`config.mk`:
```
export PLATFORM = sky130hd
export DESIGN_NAME = regfile_param
export DESIGN_NICKNAME = d
export VERILOG_FILES = /design/src/rtl/regfile_param.sv
export SDC_FILE = /design/constraint.sdc
export NUM_CORES = 1
export LEC_CHECK = 0
export ABC_AREA = 1
export BUFFER_PORTS_ARGS = -buffer_cell sky130_fd_sc_hd__buf_2
export CAP_MARGIN = 20
export CELL_PAD_IN_SITES_DETAIL_PLACEMENT = 1
export CELL_PAD_IN_SITES_GLOBAL_PLACEMENT = 2
export CORE_ASPECT_RATIO = 1.5
export CORE_MARGIN = 10
export CORE_UTILIZATION = 34
export CTS_CLUSTER_SIZE = 8
export DETAILED_ROUTE_END_ITERATION = 12
export GPL_ROUTABILITY_DRIVEN = 0
export MAX_ROUTING_LAYER = met4
export PLACE_DENSITY_LB_ADDON = 0.1
export SYNTH_ARGS = -nofsm -noshare
export SYNTH_HDL_FRONTEND = slang
export SYNTH_SLANG_ARGS = --single-unit
```
`constraint.sdc`:
```
create_clock -name clk -period 2.5 [get_ports clk]
set_input_delay 0.125 -clock clk [delete_from_list [all_inputs] [get_ports clk]]
set_output_delay 0.125 -clock clk [all_outputs]
set_load 0.01 [all_outputs]
```
`src/rtl/regfile_param.sv`:
```
// Parametrised register file: two combinational read ports, one write port,
// optional write-to-read bypass and a bulk-clear sequencer.
// Optional macro REGFILE_R0_ZERO_EN hardwires register 0 to zero.
`timescale 1ns/1ps

module regfile_param #(
  parameter int DATA_WIDTH = 8,
  parameter int NUM_REGS   = 4,
  parameter int BYPASS     = 1,
  localparam int SEL_WIDTH = $clog2(NUM_REGS)
) (
  input  logic                  clk,
  input  logic                  reset,
  input  logic [SEL_WIDTH-1:0]  aReg_select,
  input  logic [SEL_WIDTH-1:0]  bReg_select,
  input  logic                  load_enable,
  input  logic [SEL_WIDTH-1:0]  dest_select,
  input  logic [DATA_WIDTH-1:0] reg_data,
  input  logic                  clear_req,
  output logic                  clear_busy,
  output logic                  clear_done,
  output logic [DATA_WIDTH-1:0] operandA,
  output logic [DATA_WIDTH-1:0] operandB
);

  typedef enum logic [1:0] {
    IDLE,
    CLEAR,
    DONE
  } state_t;

  state_t                state;
  state_t                state_next;
  logic [SEL_WIDTH-1:0]  clr_ptr;
  logic [DATA_WIDTH-1:0] mem [NUM_REGS];

  logic dest_ok;
  logic wr_en;
  logic clr_last;
  logic a_ok;
  logic b_ok;

  // Index 0 is never a legal write target when register 0 is hardwired.
`ifdef REGFILE_R0_ZERO_EN
  assign dest_ok = (32'(dest_select) < NUM_REGS) && (dest_select != '0);
`else
  assign dest_ok = (32'(dest_select) < NUM_REGS);
`endif

  assign wr_en    = load_enable && dest_ok && (state != CLEAR);
  assign clr_last = (clr_ptr == SEL_WIDTH'(NUM_REGS - 1));
  assign a_ok     = (32'(aReg_select) < NUM_REGS);
  assign b_ok     = (32'(bReg_select) < NUM_REGS);

  assign clear_busy = (state == CLEAR);
  assign clear_done = (state == DONE);

  always_comb begin
    state_next = state;
    unique case (state)
      IDLE:    if (clear_req) state_next = CLEAR;
      CLEAR:   if (clr_last)  state_next = DONE;
      DONE:    state_next = clear_req ? CLEAR : IDLE;
      default: state_next = IDLE;
    endcase
  end

  // The pointer only advances inside CLEAR, so every new sequence starts at 0.
  always_ff @(posedge clk or negedge reset) begin
    if (!reset) begin
      state   <= IDLE;
      clr_ptr <= '0;
    end else begin
      state <= state_next;
      if (state == CLEAR && !clr_last) begin
        clr_ptr <= clr_ptr + SEL_WIDTH'(1);
      end else begin
        clr_ptr <= '0;
      end
    end
  end

  always_ff @(posedge clk or negedge reset) begin
    if (!reset) begin
      for (int i = 0; i < NUM_REGS; i++) begin
        mem[i] <= '0;
      end
    end else if (state == CLEAR) begin
      mem[clr_ptr] <= '0;
    end else if (wr_en) begin
      mem[dest_select] <= reg_data;
    end
  end

  // wr_en already excludes CLEAR and illegal destinations, so forwarding follows it.
  always_comb begin
    operandA = '0;
    if (a_ok) operandA = mem[aReg_select];
    if (BYPASS != 0 && wr_en && dest_select == aReg_select) operandA = reg_data;
`ifdef REGFILE_R0_ZERO_EN
    if (aReg_select == '0) operandA = '0;
`endif
  end

  always_comb begin
    operandB = '0;
    if (b_ok) operandB = mem[bReg_select];
    if (BYPASS != 0 && wr_en && dest_select == bReg_select) operandB = reg_data;
`ifdef REGFILE_R0_ZERO_EN
    if (bReg_select == '0) operandB = '0;
`endif
  end

endmodule

```
Word-level counts from Yosys, hierarchy flattened. Index checks and enable logic that the tools add are counted.

Register bits: 36. Output and inout port bits: 18. Word-level logic and storage cells: 57.

Add/subtract/negate cells: 1. $lt $le $gt $ge: 6. Eq/ne operators: 8. Muxes and demuxes: 20. Bitwise operators: 6. Reductions and logical operators: 10.

Operator list (number): $mux W32 (2); $mux W8 (8); $and A32 B32 Y32 (1); $bmux W8 S2 (2); $bwmux W32 (1); $demux W8 S2 (2); $not A32 Y32 (1); $ge A3 B3 Y1 const B (4); $not A2 Y3 (4); $logic_and A1 B1 Y1 (6); $lt A3 B1 Y1 const B (2); $mux W2 (3); $pmux W2 S3 (1); $eq A2 B2 Y1 (2); $eq A2 B2 Y1 const B (2); $ne A2 B1 Y1 const B (2); $add A2 B1 Y2 const B (1); $eq A2 B1 Y1 const B (1); $logic_not A2 Y1 (1); $ne A2 B2 Y1 const B (1); $reduce_and A2 Y1 (1); $reduce_bool A2 Y1 (1); $logic_not A1 Y1 (1); $mux W1 (1).

Logic depth before layout (Yosys ltp). Gate-level depths: netlist of run 1.

Depth in word-level cells: 8. Gate-level depth with buffers: 8.

Least setup slack after synthesis of run 1. No wires, ideal clock.

Path kind: register to output. Start point: register state[0]. End point: output port operandA[0]. Data arrival time: 1.084 ns. Data required time: 2.375 ns. Setup slack: 1.291 ns. Cell stages (with the launch flop): 7. Path through: dfrtp_1 > inv_2 > nor2_8 > nor2_2 > nand3_4 > nand2_1 > nand2_1.

Cells in the longest elaborated chain, start to end: 4.

Ends and longest elaborated chain: start: declaration (RTL line 32) `state_t state;`; start signal: assignment (RTL line 74) `state <= state_next;`; $ne A2 B1 Y1 (RTL line 50) `assign wr_en = load_enable && dest_ok && (state != CLEAR);`; $logic_and A1 B1 Y1 (RTL line 50); $logic_and A1 B1 Y1 (RTL line 99) `if (BYPASS != 0 && wr_en && dest_select == aReg_select) operandA = reg_data;`; $mux W8 (RTL line 99); end: declaration (RTL line 22) `output logic [DATA_WIDTH-1:0] operandA,`.

Every way passes these cells.

Worst setup path after layout of run 1.
Start point: register state[0]. End point: output port operandA[2].

Same word-level chain as after synthesis.

==> metrics.txt, run 1 <==
# TYPE chip_impl_metric gauge
chip_impl_info{name="run_status",value="completed"} 1
chip_impl_info{name="worst_hold_startpoint",value="clear_req"} 1
chip_impl_metric{name="ys_types",unit=""} 18
chip_impl_metric{name="postPlaceCellArea",unit="um^2"} 2830
chip_impl_info{name="regToRegStartpoint",value="state[0]"} 1
chip_impl_metric{name="detailed_route_via_count",unit=""} 2515
chip_impl_metric{name="worstPathRequired",unit="ns"} 2.38
chip_impl_metric{name="synth_async_sr_flop_share",unit="%"} 100
chip_impl_info{name="timing.critical_path.slowest_stage_cell",value="sky130_fd_sc_hd__dfrtp_1"} 1
chip_impl_info{name="critPathKind",value="register to primary output"} 1
chip_impl_metric{name="cts_made_buffers",unit=""} 5
chip_impl_info{name="type_of_element_launching_the_critical_path",value="register"} 1
chip_impl_metric{name="place.detailed.hpwl",unit="mm"} 6.91
chip_impl_metric{name="cts.path.max_buffers",unit=""} 2
chip_impl_info{name="postSynth.topFlopCell",value="sky130_fd_sc_hd__dfrtp_1"} 1
chip_impl_metric{name="totalWireLength",unit="mm"} 8.57
chip_impl_metric{name="final-seq-area",unit="um^2"} 901
chip_impl_metric{name="routed_via_density",unit=""} 4.74
chip_impl_metric{name="p_leak",unit="nW"} 1.73
chip_impl_metric{name="clock_sinks",unit=""} 36
chip_impl_info{name="root_buffer",value="sky130_fd_sc_hd__clkbuf_8"} 1
chip_impl_metric{name="io_buffers",unit=""} 35
chip_impl_metric{name="finalWorstPathRequiredPeriod",unit="ns"} 1.79
chip_impl_metric{name="synth_enable_flop_cells",unit=""} 0
chip_impl_info{name="critPathLaunch",value="state[0]"} 1
chip_impl_metric{name="max_cap_violations",unit=""} 0
chip_impl_metric{name="htree_num_levels",unit=""} 2
chip_impl_metric{name="netlist_area_before_placement",unit="um^2"} 2580
chip_impl_metric{name="design.core.area",unit="um^2"} 7320
chip_impl_metric{name="ant_nets",unit=""} 0
chip_impl_metric{name="die_h",unit="um"} 127
chip_impl_metric{name="syn_nets",unit=""} 419
chip_impl_metric{name="yosysWarningCount",unit=""} 0
chip_impl_metric{name="grt.total_usage",unit="%"} 15.9
chip_impl_metric{name="drt-pass1-iter-count",unit=""} 4
chip_impl_metric{name="seq_area_frac_synth",unit="%"} 34.9
chip_impl_metric{name="num_io_pins",unit=""} 36
chip_impl_metric{name="hold_violations",unit=""} 0
chip_impl_metric{name="maxSlewViolCount",unit=""} 0
chip_impl_metric{name="vdd_ir_drop_max",unit="uV"} 576
chip_impl_metric{name="antenna_found_initial",unit=""} 0
chip_impl_info{name="synth_most_common_cell",value="sky130_fd_sc_hd__nand2_1"} 1
chip_impl_metric{name="antenna_cells",unit=""} 0
chip_impl_metric{name="fillerInstances",unit=""} 1011
chip_impl_metric{name="nets",unit=""} 452
chip_impl_info{name="unrepaired_setup_endpoints_after_global_routing",value="no"} 1
chip_impl_metric{name="grt_overflow",unit=""} 0
chip_impl_metric{name="finalSetupViolations",unit=""} 0
chip_impl_metric{name="worstPathArrival",unit="ns"} 1.67
chip_impl_metric{name="fraction_of_layout_cells_with_a_size_suffix_above_1",unit="%"} 16.0
chip_impl_info{name="worst_setup_path_end_kind",value="primary output"} 1
chip_impl_metric{name="tightest_slew",unit="ns"} 0.836
chip_impl_metric{name="period_utilization_post_route",unit="%"} 71.7
chip_impl_metric{name="num_rows",unit=""} 38
chip_impl_metric{name="cp_max_fo",unit=""} 8
chip_impl_metric{name="first_global_vias",unit=""} 2691
chip_impl_metric{name="detail_route.drc_violations",unit=""} 0
chip_impl_metric{name="worstSkewPairLatency",unit="ns"} 0.29
chip_impl_info{name="worstPathCellList",value="inv_2, nor2_8, nor2_2, nand3_4, nand2_1, nand2_1, buf_2"} 1
chip_impl_metric{name="chipWidth",unit="um"} 91.1
chip_impl_metric{name="p_per_area",unit="nW/um^2"} 859
chip_impl_info{name="most_used_standard_cells_in_the_synthesized_netlist",value="sky130_fd_sc_hd__nand2_1 (206), sky130_fd_sc_hd__nand3_1 (72), sky130_fd_sc_hd__inv_1 (38)"} 1
chip_impl_metric{name="max_freq",unit="MHz"} 558
chip_impl_info{name="crit_path_frequent_cell",value="sky130_fd_sc_hd__nand2_1"} 1
chip_impl_metric{name="final_area",unit="um^2"} 2930
chip_impl_metric{name="area_growth",unit="%"} 13.5
chip_impl_info{name="hp-class",value="primary input to register"} 1
chip_impl_metric{name="final_cell_count_no_fill",unit=""} 531
chip_impl_metric{name="placed_cells",unit=""} 522
chip_impl_info{name="tritoncts_clock_tree",value="done"} 1
chip_impl_metric{name="detail_route.wl_per_cell",unit="um"} 16.1
chip_impl_metric{name="number_of_setup_buffers_added_after_cts",unit=""} 0
chip_impl_metric{name="synth_seq_cells",unit=""} 36
chip_impl_metric{name="synthesis.instances",unit=""} 397
chip_impl_metric{name="post_cts_resized",unit=""} 0
chip_impl_metric{name="first_pass_grt_wire_length",unit="mm"} 14.4
chip_impl_metric{name="initial_core_utilization",unit="%"} 35.3
chip_impl_metric{name="syn_area_per_cell",unit="um^2"} 6.50
chip_impl_metric{name="path_clk_slew",unit="ns"} 0.08
chip_impl_metric{name="total_power",unit="mW"} 2.52
chip_impl_metric{name="multi_input_area",unit="um^2"} 1450
chip_impl_metric{name="pin_count_of_the_biggest_net_entering_global_routing",unit=""} 37
chip_impl_metric{name="crit_path_max_incr_delay",unit="ns"} 0.47
chip_impl_metric{name="post_route_setup_tns",unit="ns"} 0
chip_impl_metric{name="portion_of_synthesized_cell_area_occupied_by_the_leading_cell_type",unit="%"} 34.9
chip_impl_info{name="synth_largest_area_cell",value="sky130_fd_sc_hd__dfrtp_1"} 1
chip_impl_info{name="ys_top_cells_by_area",value="sky130_fd_sc_hd__dfrtp_1 (35%), sky130_fd_sc_hd__nand2_1 (30%), sky130_fd_sc_hd__nand3_1 (14%), sky130_fd_sc_hd__inv_1 (5.5%), sky130_fd_sc_hd__nand4_4 (2.5%)"} 1
chip_impl_metric{name="floorplan.die_area",unit="um^2"} 11500
chip_impl_metric{name="worst_slew_margin_rel",unit="%"} 44.3
chip_impl_metric{name="drt-initial-drc-count",unit=""} 146
chip_impl_metric{name="fin_worst_skew",unit="ns"} 0.00429
[final timing paths]
kind / endpoint / slack [ns] / cells past startpoint
setup / recovery: operandA[2] / 0.71 / 7
hold reg to reg: mem[6] / 0.48 / 2
setup reg to reg: mem[26] / 1.17 / 5
hold / removal: state[0] / 0.03 / 3
min in group asynchronous: mem[28] / 0.45 / 2
max in group asynchronous: mem[17] / 1.51 / 2
[registers in the layout (all words and copies together), names as in the netlist]
register,cells
clr_ptr,2
mem,32
state,2
[cell families (layout without fill, tap and decap cells)]
group / after synthesis / in the layout / share of synthesized area (%)
AND/OR/NAND/NOR: 298 / 298 / 53.9
buffers and inverters: 58 / 92 / 9.11
flip-flops: 36 / 36 / 34.9
adder cells (fa/ha/maj): 4 / 4 / 1.94
AO/OA/AOI/OAI: 1 / 1 / 0.194
[worst max-delay path, delay by kind of cell (launching register included)]
| family | cells | cell delay (ns) |
|---|---|---|
| flops | 1 | 0.47 |
| buf+inv | 2 | 0.27 |
| simple gates | 5 | 0.62 |
[where the power goes]
part	total, mW	leakage [nW]	switching, mW	internal, mW
clock network	0.439	0.0445	0.241	0.198
logic	1.16	1.21	0.789	0.373
registers	0.916	0.483	0.136	0.780
total	2.52	1.73	1.17	1.35
[placed cells by master (no fill, tap or decap), drive strengths merged]
| cell | synthesis | layout |
|---|---|---|
| buf | 10 | 35 |
| clkbuf | 0 | 5 |
| dlygate4sd3 | 0 | 1 |
| nor2 | 9 | 9 |
| nand3 | 74 | 74 |
| nand4 | 3 | 3 |
| inv | 46 | 47 |
| nand2 | 212 | 212 |
| o21ai | 1 | 1 |
| dfrtp | 36 | 36 |
| clkinv | 2 | 3 |
| clkinvlp | 0 | 1 |
| ha | 4 | 4 |
[through the flow]
stage          setup WS [ns]  hold WS [ns]  util [%]
3_5_place_dp           0.942         0.284      38.6
3_3_place_gp           0.934         0.287      38.6
2_1_floorplan           1.29        -0.171         -
4_1_cts                0.686        0.0355      40.0
5_1_grt                0.554        0.0631      40.0
6_report               0.709        0.0346      40.0
[what timing repair did]
action	CTS	global route
hold buffers	1	0
hold endpoints to repair	36	0
setup endpoints to repair	0	0
[cell type report]
cell class	count	share of cell area [%]
Inverter	48	6.24
Sequential cell	36	30.8
Tap cell	100	4.27
Timing Repair Buffer	36	6.32
Clock inverter	3	0.726
Clock buffer	5	2.35
Multi-Input combinational cell	303	49.3
[layer usage]
metal	global-route usage (%)	share of wire, %	wire [um]
met1	19.2	45	3860
met2	26.9	51	4340
met3	2.60	3.4	292
met4	3.70	1.0	86
met5	-	0	0
Note: power is estimated with default switching activity, not from simulation.
==> run 2, diff against run 1 <==
Settings changed: ABC_AREA 1 to 0, CORE_UTILIZATION 34 to 37.
Clock period 2.5 ns to 1.7 ns, I/O delays scaled along.
==> run 2 against run 1 <==
Compared with the run above:
- worst setup slack got worse by 0.68 ns
- register-to-register slack got worse by 1.1 ns
- via count fell by 34%
- cell count fell by 43%
- first-iteration DRC count fell by 70%
- hold slack improved by 0.020 ns
- sequential power rose by 57%
- area after synthesis fell by 15%
- largest cell class unchanged
==> metrics.txt, run 2 <==
# TYPE chip_impl_metric gauge
chip_impl_info{name="run_status",value="completed"} 1
chip_impl_metric{name="seq_area_frac_synth",unit="%"} 41.0
chip_impl_metric{name="cts.path.max_buffers",unit=""} 2
chip_impl_metric{name="worstPathArrival",unit="ns"} 1.59
chip_impl_metric{name="first_pass_grt_wire_length",unit="mm"} 10.6
chip_impl_metric{name="yosysWarningCount",unit=""} 0
chip_impl_metric{name="worstSkewPairLatency",unit="ns"} 0.29
chip_impl_metric{name="internal_power",unit="mW"} 2.73
chip_impl_metric{name="clock_sinks",unit=""} 36
chip_impl_metric{name="chipWidth",unit="um"} 82.9
chip_impl_metric{name="io_buffers",unit=""} 35
chip_impl_info{name="postSynth.topFlopCell",value="sky130_fd_sc_hd__dfrtp_1"} 1
chip_impl_metric{name="finalWorstPathRequiredPeriod",unit="ns"} 1.67
chip_impl_metric{name="worstPathRequired",unit="ns"} 1.62
chip_impl_info{name="synth_most_common_cell",value="sky130_fd_sc_hd__dfrtp_1"} 1
chip_impl_info{name="timing.critical_path.slowest_stage_cell",value="sky130_fd_sc_hd__dfrtp_1"} 1
chip_impl_info{name="final_cell_mix",value="sky130_fd_sc_hd__dfrtp_1 (36), sky130_fd_sc_hd__nand2_1 (32), sky130_fd_sc_hd__mux2i_1 (32)"} 1
chip_impl_metric{name="cp_max_fo",unit=""} 8
chip_impl_metric{name="antenna_found_initial",unit=""} 0
chip_impl_metric{name="cts_made_buffers",unit=""} 5
chip_impl_metric{name="netlist_area_before_placement",unit="um^2"} 2190
chip_impl_metric{name="die_h",unit="um"} 114
chip_impl_metric{name="synth_async_sr_flop_share",unit="%"} 100
chip_impl_metric{name="totalWireLength",unit="mm"} 6.54
chip_impl_metric{name="fillerInstances",unit=""} 635
chip_impl_metric{name="fraction_of_layout_cells_with_a_size_suffix_above_1",unit="%"} 41.6
chip_impl_metric{name="hold_violations",unit=""} 0
chip_impl_metric{name="fin_hold_ws",unit="ns"} 0.0541
chip_impl_metric{name="grt_overflow",unit=""} 0
chip_impl_metric{name="max_cap_violations",unit=""} 0
chip_impl_metric{name="rr_worst_depth",unit=""} 6
chip_impl_metric{name="ys_types",unit=""} 21
chip_impl_metric{name="detail_route.wl_per_cell",unit="um"} 21.4
chip_impl_metric{name="synth_enable_flop_cells",unit=""} 0
chip_impl_info{name="hp-class",value="primary input to register"} 1
chip_impl_metric{name="pin_count_of_the_biggest_net_entering_global_routing",unit=""} 37
chip_impl_metric{name="syn_nets",unit=""} 202
chip_impl_info{name="worst_setup_path_end_kind",value="primary output"} 1
chip_impl_info{name="type_of_element_launching_the_critical_path",value="register"} 1
chip_impl_metric{name="period_utilization_post_route",unit="%"} 98.4
chip_impl_info{name="final_common_cell",value="sky130_fd_sc_hd__dfrtp_1"} 1
chip_impl_metric{name="maxSlewViolCount",unit=""} 0
chip_impl_info{name="tritoncts_clock_tree",value="done"} 1
chip_impl_metric{name="final_cell_count_no_fill",unit=""} 305
chip_impl_metric{name="synth_seq_cells",unit=""} 36
chip_impl_metric{name="path_clk_slew",unit="ns"} 0.07
chip_impl_info{name="critPathKind",value="register to primary output"} 1
chip_impl_metric{name="p_clk_share",unit="%"} 18.1
chip_impl_metric{name="p_seq_share",unit="%"} 34.7
chip_impl_metric{name="crit_path_max_incr_delay",unit="ns"} 0.39
chip_impl_info{name="unrepaired_setup_endpoints_after_global_routing",value="yes"} 1
chip_impl_metric{name="netSwitchingPower",unit="mW"} 1.43
chip_impl_metric{name="area_growth",unit="%"} 28.7
chip_impl_metric{name="worstPathBufferInverterCount",unit=""} 2
chip_impl_metric{name="drt-pass1-iter-count",unit=""} 4
chip_impl_info{name="largestRegisters",value="mem x32, clr_ptr x2, state x2"} 1
chip_impl_metric{name="fin_worst_skew",unit="ns"} 0.00205
chip_impl_info{name="root_buffer",value="sky130_fd_sc_hd__clkbuf_8"} 1
chip_impl_info{name="synth_largest_area_cell",value="sky130_fd_sc_hd__dfrtp_1"} 1
chip_impl_metric{name="nets",unit=""} 254
chip_impl_info{name="worstPathCellList",value="nand2b_4, nand4_1, buf_12, mux2_2, buf_2"} 1
chip_impl_metric{name="total_power",unit="mW"} 4.16
chip_impl_metric{name="max_freq",unit="MHz"} 598
chip_impl_info{name="most_used_standard_cells_in_the_synthesized_netlist",value="sky130_fd_sc_hd__dfrtp_1 (36), sky130_fd_sc_hd__mux2i_1 (32), sky130_fd_sc_hd__nand2_1 (32)"} 1
chip_impl_metric{name="htree_num_levels",unit=""} 2
chip_impl_metric{name="num_io_pins",unit=""} 36
chip_impl_metric{name="ant_nets",unit=""} 0
chip_impl_metric{name="worstSetupPathDepth",unit=""} 5
chip_impl_metric{name="first_global_vias",unit=""} 1914
chip_impl_metric{name="detail_route.drc_violations",unit=""} 0
chip_impl_metric{name="grt.total_usage",unit="%"} 14.3
chip_impl_metric{name="placed_cells",unit=""} 290
chip_impl_info{name="largest-register",value="mem"} 1
chip_impl_metric{name="tightest_slew",unit="ns"} 0.526
chip_impl_metric{name="routed_via_density",unit=""} 5.42
chip_impl_info{name="ys_top_cells_by_area",value="sky130_fd_sc_hd__dfrtp_1 (41%), sky130_fd_sc_hd__mux4_2 (16%), sky130_fd_sc_hd__mux2i_1 (15%), sky130_fd_sc_hd__mux2_2 (8.2%), sky130_fd_sc_hd__nand2_1 (5.5%)"} 1
chip_impl_metric{name="worst_slew_margin_rel",unit="%"} 64.8
chip_impl_metric{name="p_per_area",unit="nW/um^2"} 1470
chip_impl_metric{name="combPwrFrac",unit="%"} 47.2
chip_impl_metric{name="p_leak",unit="nW"} 1.55
chip_impl_metric{name="synthesis.instances",unit=""} 180
chip_impl_metric{name="antenna_cells",unit=""} 0
chip_impl_info{name="path_delay_family",value="flip-flops"} 1
chip_impl_metric{name="portion_of_synthesized_cell_area_occupied_by_the_leading_cell_type",unit="%"} 41.0
chip_impl_metric{name="largest_reg_flops",unit=""} 32
chip_impl_metric{name="num_rows",unit=""} 34
chip_impl_metric{name="syn_area_per_cell",unit="um^2"} 12.2
chip_impl_metric{name="drt-initial-drc-count",unit=""} 44
chip_impl_metric{name="sw_frac_of_total",unit="%"} 34.4
chip_impl_metric{name="design.core.area",unit="um^2"} 5790
chip_impl_metric{name="worst_hold_path.num_cells",unit=""} 3
chip_impl_metric{name="place.detailed.hpwl",unit="mm"} 4.86
chip_impl_metric{name="detailed_route_via_count",unit=""} 1653
chip_impl_metric{name="finalSetupViolations",unit=""} 0
chip_impl_metric{name="initial_core_utilization",unit="%"} 37.9
chip_impl_metric{name="floorplan.die_area",unit="um^2"} 9480
chip_impl_metric{name="vdd_ir_drop_max",unit="uV"} 664
chip_impl_metric{name="utilization",unit="%"} 48.8
run 2: cell count changes in the layout (fill, tap and decap cells not counted), sizes merged, moves of 4 or more:
cell    before  now
buf         35   56
inv         47   13
mux2         0   16
mux2i        0   32
mux4         0   16
nand2      212   32
nand3       74    0
nand3b       0    4
nor2         9    0
xnor2        0    4
run 2: final timing paths:
| path | slack (ns) | endpoint | start |
|---|---|---|---|
| min in group asynchronous | 0.37 | mem[20] | reset |
| max reg2reg | 0.08 | mem[28] | state[1] |
| min reg2reg | 0.50 | clr_ptr[0] | clr_ptr[0] |
| min | 0.05 | state[0] | clear_req |
| max in group asynchronous | 0.98 | mem[17] | reset |
| max | 0.03 | operandA[0] | state[1] |
run 2: power groups by stage:
stage / logic (mW) / clock network, mW / registers (mW)
finish: 1.96 / 0.753 / 1.44
global route: 2.15 / 0.800 / 1.49
CTS: 1.69 / 0.768 / 1.45
detailed placement: 1.63 / 0 / 1.47
global placement: 1.57 / 0 / 1.43
floorplan: 1.12 / 0 / 1.36
run 2: cell type report:
type	count	area, um^2	share of cell area [%]
Tap cell	72	90.1	3.19
Clock buffer	6	72.6	2.57
Timing Repair Buffer	57	462	16.3
Sequential cell	36	901	31.9
Inverter	13	48.8	1.73
Multi-Input combinational cell	119	1210	43.0
Clock inverter	2	35.0	1.24
run 2: stage by stage:
stage	setup WS (ns)	TNS [ns]	instance area (um^2)
final	0.0264	0	2820
after global routing	-0.0123	-0.0495	2820
after CTS	0.00881	0	2670
after detailed placement	0.0535	0	2530
after global placement	0.149	0	2530
after floorplan	0.131	0	2190
run 2: repair_timing:
action	CTS	global route
pin swaps	2	0
endpoints found under the hold margin	36	0
endpoints found under the setup margin	16	16
hold buffers	1	0
resized for setup	2	24
buffers inserted	2	4
run 2: worst register-to-register path: stages (launching register included):
cell	delay [ns]
sky130_fd_sc_hd__dfrtp_1	0.37
sky130_fd_sc_hd__nand2b_4	0.14
sky130_fd_sc_hd__buf_4	0.15
sky130_fd_sc_hd__inv_2	0.05
sky130_fd_sc_hd__or4b_1	0.50
sky130_fd_sc_hd__buf_6	0.18
sky130_fd_sc_hd__mux2i_1	0.12
run 2: metal layers:
metal | up-vias | track usage (%) | wire [um] | share of wire, %
met5 | - | - | 0 | 0
met4 | 0 | 4.67 | 110 | 1.7
met3 | 9 | 2.42 | 284 | 4.3
met2 | 44 | 25.4 | 3550 | 54
met1 | 855 | 15.8 | 2600 | 40
li1 | 745 | - | - | -
run 2: kinds of logic after synthesis:
family | after synthesis | share of synthesized area (%)
multiplexers | 64 | 39.2
AND/OR/NAND/NOR | 46 | 10.2
flip-flops | 36 | 41.0
buffers and inverters | 25 | 5.36
XOR/XNOR | 4 | 1.60
adder cells (fa/ha/maj) | 4 | 2.28
AO/OA/AOI/OAI | 1 | 0.285
==> run 3, diff against run 2 <==
Settings changed: BUFFER_PORTS_ARGS -buffer_cell sky130_fd_sc_hd__buf_2 to -buffer_cell sky130_fd_sc_hd__buf_4, CORE_UTILIZATION 37 to 34, REMOVE_ABC_BUFFERS set to 1.
Clock period 1.7 ns to 1.5 ns, I/O delays scaled along.
==> run 3 against run 2 <==
Compared with the run above:
- worst setup slack lost 0.21 ns
- largest cell class unchanged
- clock power is 14% higher
- final area rose by 4.4%
- the run now ends with negative setup slack left
- sequential power rose by 15%
- power increased by 18%
- highest routed layer unchanged
==> metrics.txt, run 3 (same netlist as run 2, synthesis figures left out) <==
# TYPE chip_impl_metric gauge
chip_impl_info{name="worst_setup_endpoint",value="operandB[5]"} 1
chip_impl_metric{name="chipWidth",unit="um"} 85.6
chip_impl_metric{name="first_pass_grt_wire_length",unit="mm"} 11.1
chip_impl_metric{name="p_leak",unit="nW"} 1.60
chip_impl_info{name="largest-register",value="mem"} 1
chip_impl_metric{name="htree_num_levels",unit=""} 2
chip_impl_metric{name="fraction_of_layout_cells_with_a_size_suffix_above_1",unit="%"} 43.2
chip_impl_metric{name="hold_violations",unit=""} 0
chip_impl_metric{name="rr_worst_depth",unit=""} 6
chip_impl_info{name="root_buffer",value="sky130_fd_sc_hd__clkbuf_8"} 1
chip_impl_info{name="unrepaired_setup_endpoints_after_global_routing",value="yes"} 1
chip_impl_metric{name="postPlaceCellArea",unit="um^2"} 2690
chip_impl_info{name="worst_setup_path_end_kind",value="primary output"} 1
chip_impl_metric{name="grt_overflow",unit=""} 0
chip_impl_metric{name="total_power",unit="mW"} 4.90
chip_impl_metric{name="floorplan.die_area",unit="um^2"} 10100
chip_impl_metric{name="p_per_area",unit="nW/um^2"} 1660
chip_impl_metric{name="grt.total_usage",unit="%"} 14.2
chip_impl_info{name="path_delay_family",value="flip-flops"} 1
chip_impl_metric{name="fin_worst_skew",unit="ns"} 0.00683
chip_impl_metric{name="cp_max_fo",unit=""} 7
chip_impl_metric{name="tightest_slew",unit="ns"} 0.493
chip_impl_metric{name="vdd_ir_drop_max",unit="uV"} 758
chip_impl_metric{name="design.core.area",unit="um^2"} 6220
chip_impl_metric{name="fillerInstances",unit=""} 680
chip_impl_metric{name="drt-initial-drc-count",unit=""} 113
chip_impl_metric{name="worstPathArrival",unit="ns"} 1.61
chip_impl_metric{name="worstPathRequired",unit="ns"} 1.42
chip_impl_metric{name="detailed_route_via_count",unit=""} 1684
chip_impl_metric{name="max_cap_violations",unit=""} 0
chip_impl_metric{name="maxSlewViolCount",unit=""} 0
chip_impl_info{name="critPathKind",value="register to primary output"} 1
chip_impl_metric{name="finalWorstPathRequiredPeriod",unit="ns"} 1.68
chip_impl_metric{name="crit_path_max_incr_delay",unit="ns"} 0.41
chip_impl_metric{name="totalWireLength",unit="mm"} 6.84
chip_impl_metric{name="clock_sinks",unit=""} 36
chip_impl_metric{name="worstSkewPairLatency",unit="ns"} 0.29
chip_impl_metric{name="worst_slew_margin_rel",unit="%"} 67.1
chip_impl_info{name="tritoncts_clock_tree",value="done"} 1
chip_impl_info{name="violations",value="negative setup slack"} 1
chip_impl_metric{name="worstPathBufferInverterCount",unit=""} 2
chip_impl_metric{name="first_global_vias",unit=""} 2083
chip_impl_metric{name="detail_route.drc_violations",unit=""} 0
chip_impl_metric{name="ant_nets",unit=""} 0
chip_impl_info{name="final_common_cell",value="sky130_fd_sc_hd__buf_4"} 1
chip_impl_metric{name="num_rows",unit=""} 35
chip_impl_metric{name="antenna_cells",unit=""} 0
chip_impl_info{name="final_cell_mix",value="sky130_fd_sc_hd__buf_4 (38), sky130_fd_sc_hd__dfrtp_1 (36), sky130_fd_sc_hd__nand2_1 (32)"} 1
chip_impl_info{name="timing.critical_path.slowest_stage_cell",value="sky130_fd_sc_hd__dfrtp_1"} 1
chip_impl_info{name="worstPathCellList",value="nand2b_4, nand4_1, buf_12, mux2_4, buf_6"} 1
chip_impl_metric{name="initial_core_utilization",unit="%"} 35.3
chip_impl_metric{name="num_io_pins",unit=""} 36
chip_impl_info{name="hp-class",value="primary input to register"} 1
chip_impl_metric{name="largest_reg_flops",unit=""} 32
chip_impl_info{name="critPathLaunch",value="state[0]"} 1
chip_impl_info{name="run_status",value="finished with violations"} 1
chip_impl_info{name="regToRegStartpoint",value="state[0]"} 1
chip_impl_metric{name="postLayoutSetupSlackWorst",unit="ns"} -0.180
chip_impl_metric{name="die_h",unit="um"} 118
chip_impl_metric{name="path_clk_slew",unit="ns"} 0.07
chip_impl_metric{name="area_growth",unit="%"} 34.4
chip_impl_metric{name="cts_made_buffers",unit=""} 5
chip_impl_metric{name="final_area",unit="um^2"} 2950
chip_impl_metric{name="place.detailed.hpwl",unit="mm"} 5.18
chip_impl_metric{name="nets",unit=""} 257
chip_impl_metric{name="cts.path.max_buffers",unit=""} 2
chip_impl_metric{name="period_utilization_post_route",unit="%"} 112
chip_impl_metric{name="pin_count_of_the_biggest_net_entering_global_routing",unit=""} 37
chip_impl_metric{name="finalSetupViolations",unit=""} 24
chip_impl_metric{name="fin_hold_ws",unit="ns"} 0.0506
chip_impl_metric{name="antenna_found_initial",unit=""} 0
chip_impl_metric{name="routed_via_density",unit=""} 5.43
chip_impl_metric{name="worstSetupPathDepth",unit=""} 5
chip_impl_metric{name="drt-pass1-iter-count",unit=""} 4
chip_impl_info{name="rr_endpoint",value="mem[31]"} 1
chip_impl_metric{name="setup.reg_to_reg.worst_slack",unit="ns"} -0.11
chip_impl_info{name="type_of_element_launching_the_critical_path",value="register"} 1
chip_impl_metric{name="max_freq",unit="MHz"} 595
chip_impl_metric{name="io_buffers",unit=""} 35
chip_impl_metric{name="detail_route.wl_per_cell",unit="um"} 22.1
chip_impl_info{name="largestRegisters",value="mem x32, clr_ptr x2, state x2"} 1
run 3: cell type report:
class | count | area, um^2 | share of cell area (%)
clock buffer | 6 | 72.6 | 2.46
timing repair buffer | 60 | 558 | 18.9
inverter | 13 | 48.8 | 1.65
sequential | 36 | 901 | 30.5
clock inverter | 2 | 35.0 | 1.19
multi-input combinational | 119 | 1240 | 42.1
tap | 74 | 92.6 | 3.14
run 3: how the worst min path moves through the flow:
stage	end	start	cells after the start
after detailed placement	mem[12]	reset	1
final	state[0]	clear_req	3
after CTS	state[0]	clear_req	3
after global placement	mem[20]	reset	1
after global routing	state[0]	clear_req	3
after floorplan	clr_ptr[0]	reset	0
run 3: routing by layer:
| metal | up-vias | global-route usage, % | part of all wire, % |
|---|---|---|---|
| met2 | 47 | 25.4 | 55 |
| met3 | 8 | 2.96 | 4.2 |
| li1 | 744 | - | - |
| met4 | 0 | 4.75 | 1.6 |
| met1 | 885 | 15.0 | 39 |
| met5 | - | - | 0 |
run 3: where the power goes:
group / total [mW] / internal (mW) / switching (mW) / leakage (nW)
Combinational: 2.39 / 1.38 / 1.01 / 1.07
Sequential: 1.65 / 1.35 / 0.305 / 0.476
Clock: 0.855 / 0.494 / 0.362 / 0.0552
run 3: tightest hold or removal path: cells and delay by family:
kind / cells / cell delay (ns)
AOI/OAI and AO/OA: 1 / 0.07
buffers and inverters: 2 / 0.14
run 3: stage by stage:
step	utilization (%)	worst slack (ns)	TNS, ns	instances
6_report	47.4	-0.180	-3.04	310
5_1_grt	47.4	-0.251	-4.83	310
4_1_cts	47.4	-0.194	-3.39	310
3_5_place_dp	43.3	-0.0455	-0.361	300
3_3_place_gp	43.3	0.0278	0	300
2_1_floorplan	-	-0.115	-0.924	168
run 3: what timing repair did:
| action | 4_1_cts | 5_1_grt |
|---|---|---|
| setup endpoints to repair | 22 | 24 |
| gates resized for setup | 35 | 0 |
| endpoints found under the hold margin | 36 | 0 |
| setup buffers | 1 | 0 |
| hold buffers | 1 | 0 |
| pin swaps | 2 | 0 |
